[src/rtl/UART_pkg.sv]
// Shared UART types: byte-transmitter and word-sequencer state encodings,
// parity mode encodings and the parity helper.
package UART_pkg;

  // Byte transmitter states (3-bit so monitors can observe undefined codes).
  typedef enum logic [2:0] {
    IDLE_S   = 3'd0,
    START_S  = 3'd1,
    DATA_S   = 3'd2,
    PARITY_S = 3'd3,
    STOP_S   = 3'd4
  } tx_state_t;

  // Word-level sequencer states (one byte of a 32-bit word per send).
  typedef enum logic [1:0] {
    W_IDLE_S = 2'd0,
    W_SEND_S = 2'd1,
    W_WAIT_S = 2'd2,
    W_DONE_S = 2'd3
  } word_state_t;

  // Parity modes.
  localparam int PAR_NONE = 0;
  localparam int PAR_EVEN = 1;
  localparam int PAR_ODD  = 2;

  // Parity bit for a byte: even mode makes the total count of ones even,
  // odd mode makes it odd.
  function automatic logic parity_of(input logic [7:0] d, input int mode);
    return (mode == PAR_ODD) ? ~(^d) : ^d;
  endfunction

endpackage

[src/rtl/uart_baud_counter.sv]
// Bit-period timer: bit_end is high in the last cycle of each BAUD_DIV-cycle
// bit period. The count restarts on clr (state change) and wraps at bit end.
module uart_baud_counter #(
  parameter int BAUD_DIV = 434
) (
  input  logic clk,
  input  logic rst,
  input  logic clr,
  output logic bit_end
);

  localparam int W = $clog2(BAUD_DIV);
  localparam logic [W-1:0] LAST = W'(BAUD_DIV - 1);

  logic [W-1:0] cnt;

  // Count cycles within the bit; restart on clear or at the end of the bit.
  always_ff @(posedge clk or negedge rst) begin
    if (!rst) begin
      cnt <= '0;
    end else if (clr || bit_end) begin
      cnt <= '0;
    end else begin
      cnt <= cnt + W'(1);
    end
  end

  assign bit_end = (cnt == LAST);

endmodule

[src/rtl/uart_byte_tx.sv]
// Byte-level UART transmitter: start bit, 8 data bits LSB first, optional
// parity bit and one stop bit on a registered, idle-high tx line.
module uart_byte_tx
  import UART_pkg::*;
#(
  parameter int BAUD_DIV = 434,
  parameter int PARITY   = PAR_NONE
) (
  input  logic       clk,
  input  logic       rst,
  input  logic       tx_send,
  input  logic [7:0] tx_data,
  output logic       tx,
  output logic       tx_busy,
  output logic       tx_fsm_in_STOP_S,
  output tx_state_t  tx_state_out
);

  if (BAUD_DIV < 2) begin : g_bad_baud_div
    $error("uart_byte_tx: BAUD_DIV must be >= 2");
  end
  if (PARITY != PAR_NONE && PARITY != PAR_EVEN && PARITY != PAR_ODD) begin : g_bad_parity
    $error("uart_byte_tx: PARITY must be 0 (none), 1 (even) or 2 (odd)");
  end

  tx_state_t  state, state_nx;
  logic [7:0] shift_q, shift_nx;
  logic [2:0] idx_q, idx_nx;
  logic       par_q, par_nx;
  logic       tx_nx;
  logic       bit_end;
  logic       clr;

  // Counter restarts whenever the state changes, so every bit is BAUD_DIV long.
  assign clr = (state_nx != state);

  uart_baud_counter #(
    .BAUD_DIV(BAUD_DIV)
  ) u_baud (
    .clk    (clk),
    .rst    (rst),
    .clr    (clr),
    .bit_end(bit_end)
  );

  // Next-state, shift register, bit index and parity accumulator.
  always_comb begin
    state_nx = state;
    shift_nx = shift_q;
    idx_nx   = idx_q;
    par_nx   = par_q;
    unique case (state)
      IDLE_S: begin
        if (tx_send) begin
          state_nx = START_S;
          shift_nx = tx_data;
          idx_nx   = '0;
          par_nx   = (PARITY == PAR_NONE) ? 1'b0 : parity_of(tx_data, PARITY);
        end
      end
      START_S: begin
        if (bit_end) state_nx = DATA_S;
      end
      DATA_S: begin
        if (bit_end) begin
          shift_nx = {1'b0, shift_q[7:1]};
          idx_nx   = idx_q + 3'd1;
          if (idx_q == 3'd7) state_nx = (PARITY != PAR_NONE) ? PARITY_S : STOP_S;
        end
      end
      PARITY_S: begin
        if (bit_end) state_nx = STOP_S;
      end
      STOP_S: begin
        if (bit_end) state_nx = IDLE_S;
      end
      default: state_nx = IDLE_S;
    endcase
  end

  // Line level is decoded from the next state so the registered tx changes in
  // the same cycle the state does.
  always_comb begin
    tx_nx = 1'b1;
    case (state_nx)
      IDLE_S:   tx_nx = 1'b1;
      START_S:  tx_nx = 1'b0;
      DATA_S:   tx_nx = shift_nx[0];
      PARITY_S: tx_nx = par_nx;
      STOP_S:   tx_nx = 1'b1;
      default:  tx_nx = 1'b1;
    endcase
  end

  // State, datapath and line registers; reset drops any frame in flight.
  always_ff @(posedge clk or negedge rst) begin
    if (!rst) begin
      state   <= IDLE_S;
      shift_q <= '0;
      idx_q   <= '0;
      par_q   <= 1'b0;
      tx      <= 1'b1;
    end else begin
      state   <= state_nx;
      shift_q <= shift_nx;
      idx_q   <= idx_nx;
      par_q   <= par_nx;
      tx      <= tx_nx;
    end
  end

  assign tx_busy          = (state != IDLE_S);
  assign tx_fsm_in_STOP_S = (state == STOP_S) && bit_end;
  assign tx_state_out     = state;

endmodule

[config.mk]
export PLATFORM = sky130hd
export DESIGN_NAME = uart_byte_tx
export DESIGN_NICKNAME = d
export VERILOG_FILES = /design/src/rtl/UART_pkg.sv /design/src/rtl/uart_baud_counter.sv /design/src/rtl/uart_byte_tx.sv
export SDC_FILE = /design/constraint.sdc
export NUM_CORES = 1
export LEC_CHECK = 0
export BUFFER_PORTS_ARGS = -buffer_cell sky130_fd_sc_hd__buf_2
export CAP_MARGIN = 20
export CORE_MARGIN = 3
export CORE_UTILIZATION = 50
export CTS_CLUSTER_DIAMETER = 150
export DETAILED_ROUTE_END_ITERATION = 12
export PLACE_DENSITY_LB_ADDON = 0.1
export SYNTH_ARGS = -nofsm -noshare
export SYNTH_HDL_FRONTEND = slang
export SYNTH_SLANG_ARGS = --single-unit
export TNS_END_PERCENT = 20
[constraint.sdc]
create_clock -name clk -period 1.7 [get_ports clk]
set_clock_uncertainty 0.05 [all_clocks]
set_input_delay 0.255 -clock clk [delete_from_list [all_inputs] [get_ports clk]]
set_output_delay 0.255 -clock clk [all_outputs]
set_load 0.01 [all_outputs]
==> impl_metrics.ini <==
[finish]
final_area_mm2 = 0.00151
fin_nets = 159
syn_to_final_growth_pct = 21.2
antenna-diode-count = 0
drive_above_1_share_pct = 34.3
fillCellCount = 184
layoutNonFillerInstCount = 171
final_util_pct = 65.9

[synth]
ys_warn_count = 0
synth_fa_ha_area_share_pct = 4.01
synthMuxAreaShare_pct = 2.00
yosys.area.top_type = dfrtp_1
synth_xor_area_share_pct = 4.91
yosys-top-cells-count = dfrtp_1, nor2_1, a22o_1, inv_1, nand2_1
synth_cell_types = 38
synth_edf_count = 0
ys.flop_type = dfrtp_1
postSynthAreaPerCell_um2 = 11.1
synth_top_area_share_pct = 48.1
synth_compound_area_share_pct = 14.9
syn_inst = 113
yosys.area_share.simple_pct = 19.6
ys_ff_latch = 25
synth_top_family_by_area = simple AND/OR/NAND/NOR gates
syn_area_mm2 = 0.00125
seq_area_frac_synth_pct = 50.2
synth_area_leaders = dfrtp_1, a22o_1, nor2_1
ys_async_sr_fraction_pct = 100
yosysMostFrequentCell = dfrtp_1
synthesis.nets = 128

[worst_setup_path]
crit_fanout = 2
end_kind = output port
critPathKind = flop to output port
critPathArrivalTime_ps = 1430
critical-path-max-stage-delay_ps = 400
crit_slowest_cell = dfrtp_1
cp.required_ps = 1390
cpLargestDelayFamily = flip-flops
crit_path_start_kind = flop
crit_chain = inv_1 -> ha_1 -> and4bb_2 -> nand2_2 -> nor2_1 -> buf_2
crit_buf_inv = 2

[detailed_routing]
drt_pass1_iterations = 4
wl_um = 2350
routedWlPerCell_um = 13.8
ant_nets = 0
via_per_inst = 5.50
drt_iter0_markers = 13
drc = 0
vias = 941

[sta]
rsz0062_at_grt = yes
final-hold-violation-count = 0
period_share_pct = 102
max_freq_mhz = 577
fin_tns_setup_ps = -52.7
tightestPinTransition_ps = 543
period_needed_ps = 1730
slew_violations = 0
setup_viol = 3
slew_headroom_pct = 63.8
final.setup.worst_slack_ps = -33.2
hold_slack_ps = 124

[clock_tree]
cts_tree = yes
cts_root_buf = clkbuf_4
clkLatencyLatePin_ps = 310
h-tree-depth = 1
cts_buffers = 3
cts.path.max_buffers = 2
clk_pin_slew_ps = 140
cts.sinks = 25

[grt]
overflow = 0
grtUsageTotal_pct = 17.0
grt_pass1_vias = 957
grt_max_degree = 26
grt_pass1_wl_um = 4340
antenna_found_initial = 0

[hold_path]
hold_class = primary input to flop

[place]
dpl-instance-area_mm2 = 0.00141
place_congestion = 0.796
hpwlAfterDp_um = 1700
port_buffers = 16
dp_worst_setup_slack_ps = 54.2
placedCellCount = 162

[outcome]
violations = negative setup slack
outcome = finished, violations left

[die]
die-area_mm2 = 0.00313
die_x_um = 56.0
die_h_um = 56.0
fp.coreArea_mm2 = 0.00230
num_io_pins = 17
start_util_pct = 54.4
rows = 17

[power_and_ir_drop]
peakVddDrop_v = 0.000747
power.leakage_nw = 0.726
power_per_cell_area_mw_per_mm2 = 957
total_power_mw = 1.45

[run]
drv_cap = 0
-- final timing paths --
kind	startpoint	end	slack (ps)	cells after the start
worst max register to register	u_baud.cnt[1]	idx_q[0]	-20	7
worst max-delay path	u_baud.cnt[1]	tx_fsm_in_STOP_S	-30	6
worst min register to register	shift_q[5]	shift_q[5]	450	1
worst min-delay path	tx_data[7]	shift_q[7]	120	2
max in group asynchronous	rst	tx	840	2
min in group asynchronous	rst	tx_state_out[2]	390	2
-- power breakdown --
group / leakage, nW / total, mW / internal, mW / switching, mW
registers: 0.322 / 0.801 / 0.717 / 0.0838
logic: 0.389 / 0.382 / 0.215 / 0.167
clock network: 0.0139 / 0.266 / 0.0896 / 0.176
-- layer usage --
metal	share of wire [%]	GRT usage, %	vias to the layer above	wire length [um]
li1	-	-	459	-
met1	47	23.5	457	1110
met2	48	26.9	19	1120
met3	3.1	2.32	6	74
met4	1.7	6.78	0	41
met5	0	0	-	0
-- cell families after synthesis --
kind of cell	Yosys count
XOR/XNOR	7
buffers and inverters	10
AND/OR/NAND/NOR	42
AO/OA/AOI/OAI	23
adder cells (fa/ha/maj)	4
flip-flops	25
multiplexers	2
-- worst register-to-register path, stage by stage (launching register included) --
cell and delay, ps:
dfrtp_1 400, inv_1 60, ha_1 130, and4bb_2 250, buf_4 130, and3_4 270
nor2_4 90, mux2_4 260
-- layout make-up --
| type | instances | area, um^2 | share of cell area [%] |
|---|---|---|---|
| clock buffers | 3 | 22.5 | 1.49 |
| clock inverters | 1 | 7.51 | 0.496 |
| inverters | 7 | 26.3 | 1.74 |
| multi-input cells | 78 | 599 | 39.6 |
| flip-flops and latches | 25 | 627 | 41.4 |
| well taps | 28 | 35.0 | 2.31 |
| repair buffers | 29 | 196 | 13.0 |
-- registers in the layout, summed over array words and instances, names as in the netlist --
name / flops
idx_q: 3
par_q: 1
shift_q: 8
tx: 1
tx_state_out: 3
u_baud.cnt: 9
-- cell usage in the layout (no fill, tap or decap), types with 2 or more instances in the layout --
master / count
a21o_1: 6
a22o_1: 7
buf_2: 16
buf_4: 10
clkbuf_4: 3
dfrtp_1: 24
ha_1: 4
inv_1: 7
nand2_1: 7
nand3_1: 6
nand4_1: 2
nor2_1: 14
nor2_4: 2
o21ai_0: 2
xnor2_1: 6
-- what timing repair did --
action                                 4_1_cts  5_1_grt
pin swaps                                    3        3
endpoints found under the hold margin       24        0
resized for setup                            4        2
setup endpoints to repair                    2       12
hold buffers                                 1        0
setup buffers                                4        1
Power figures use the tool's default switching activity.
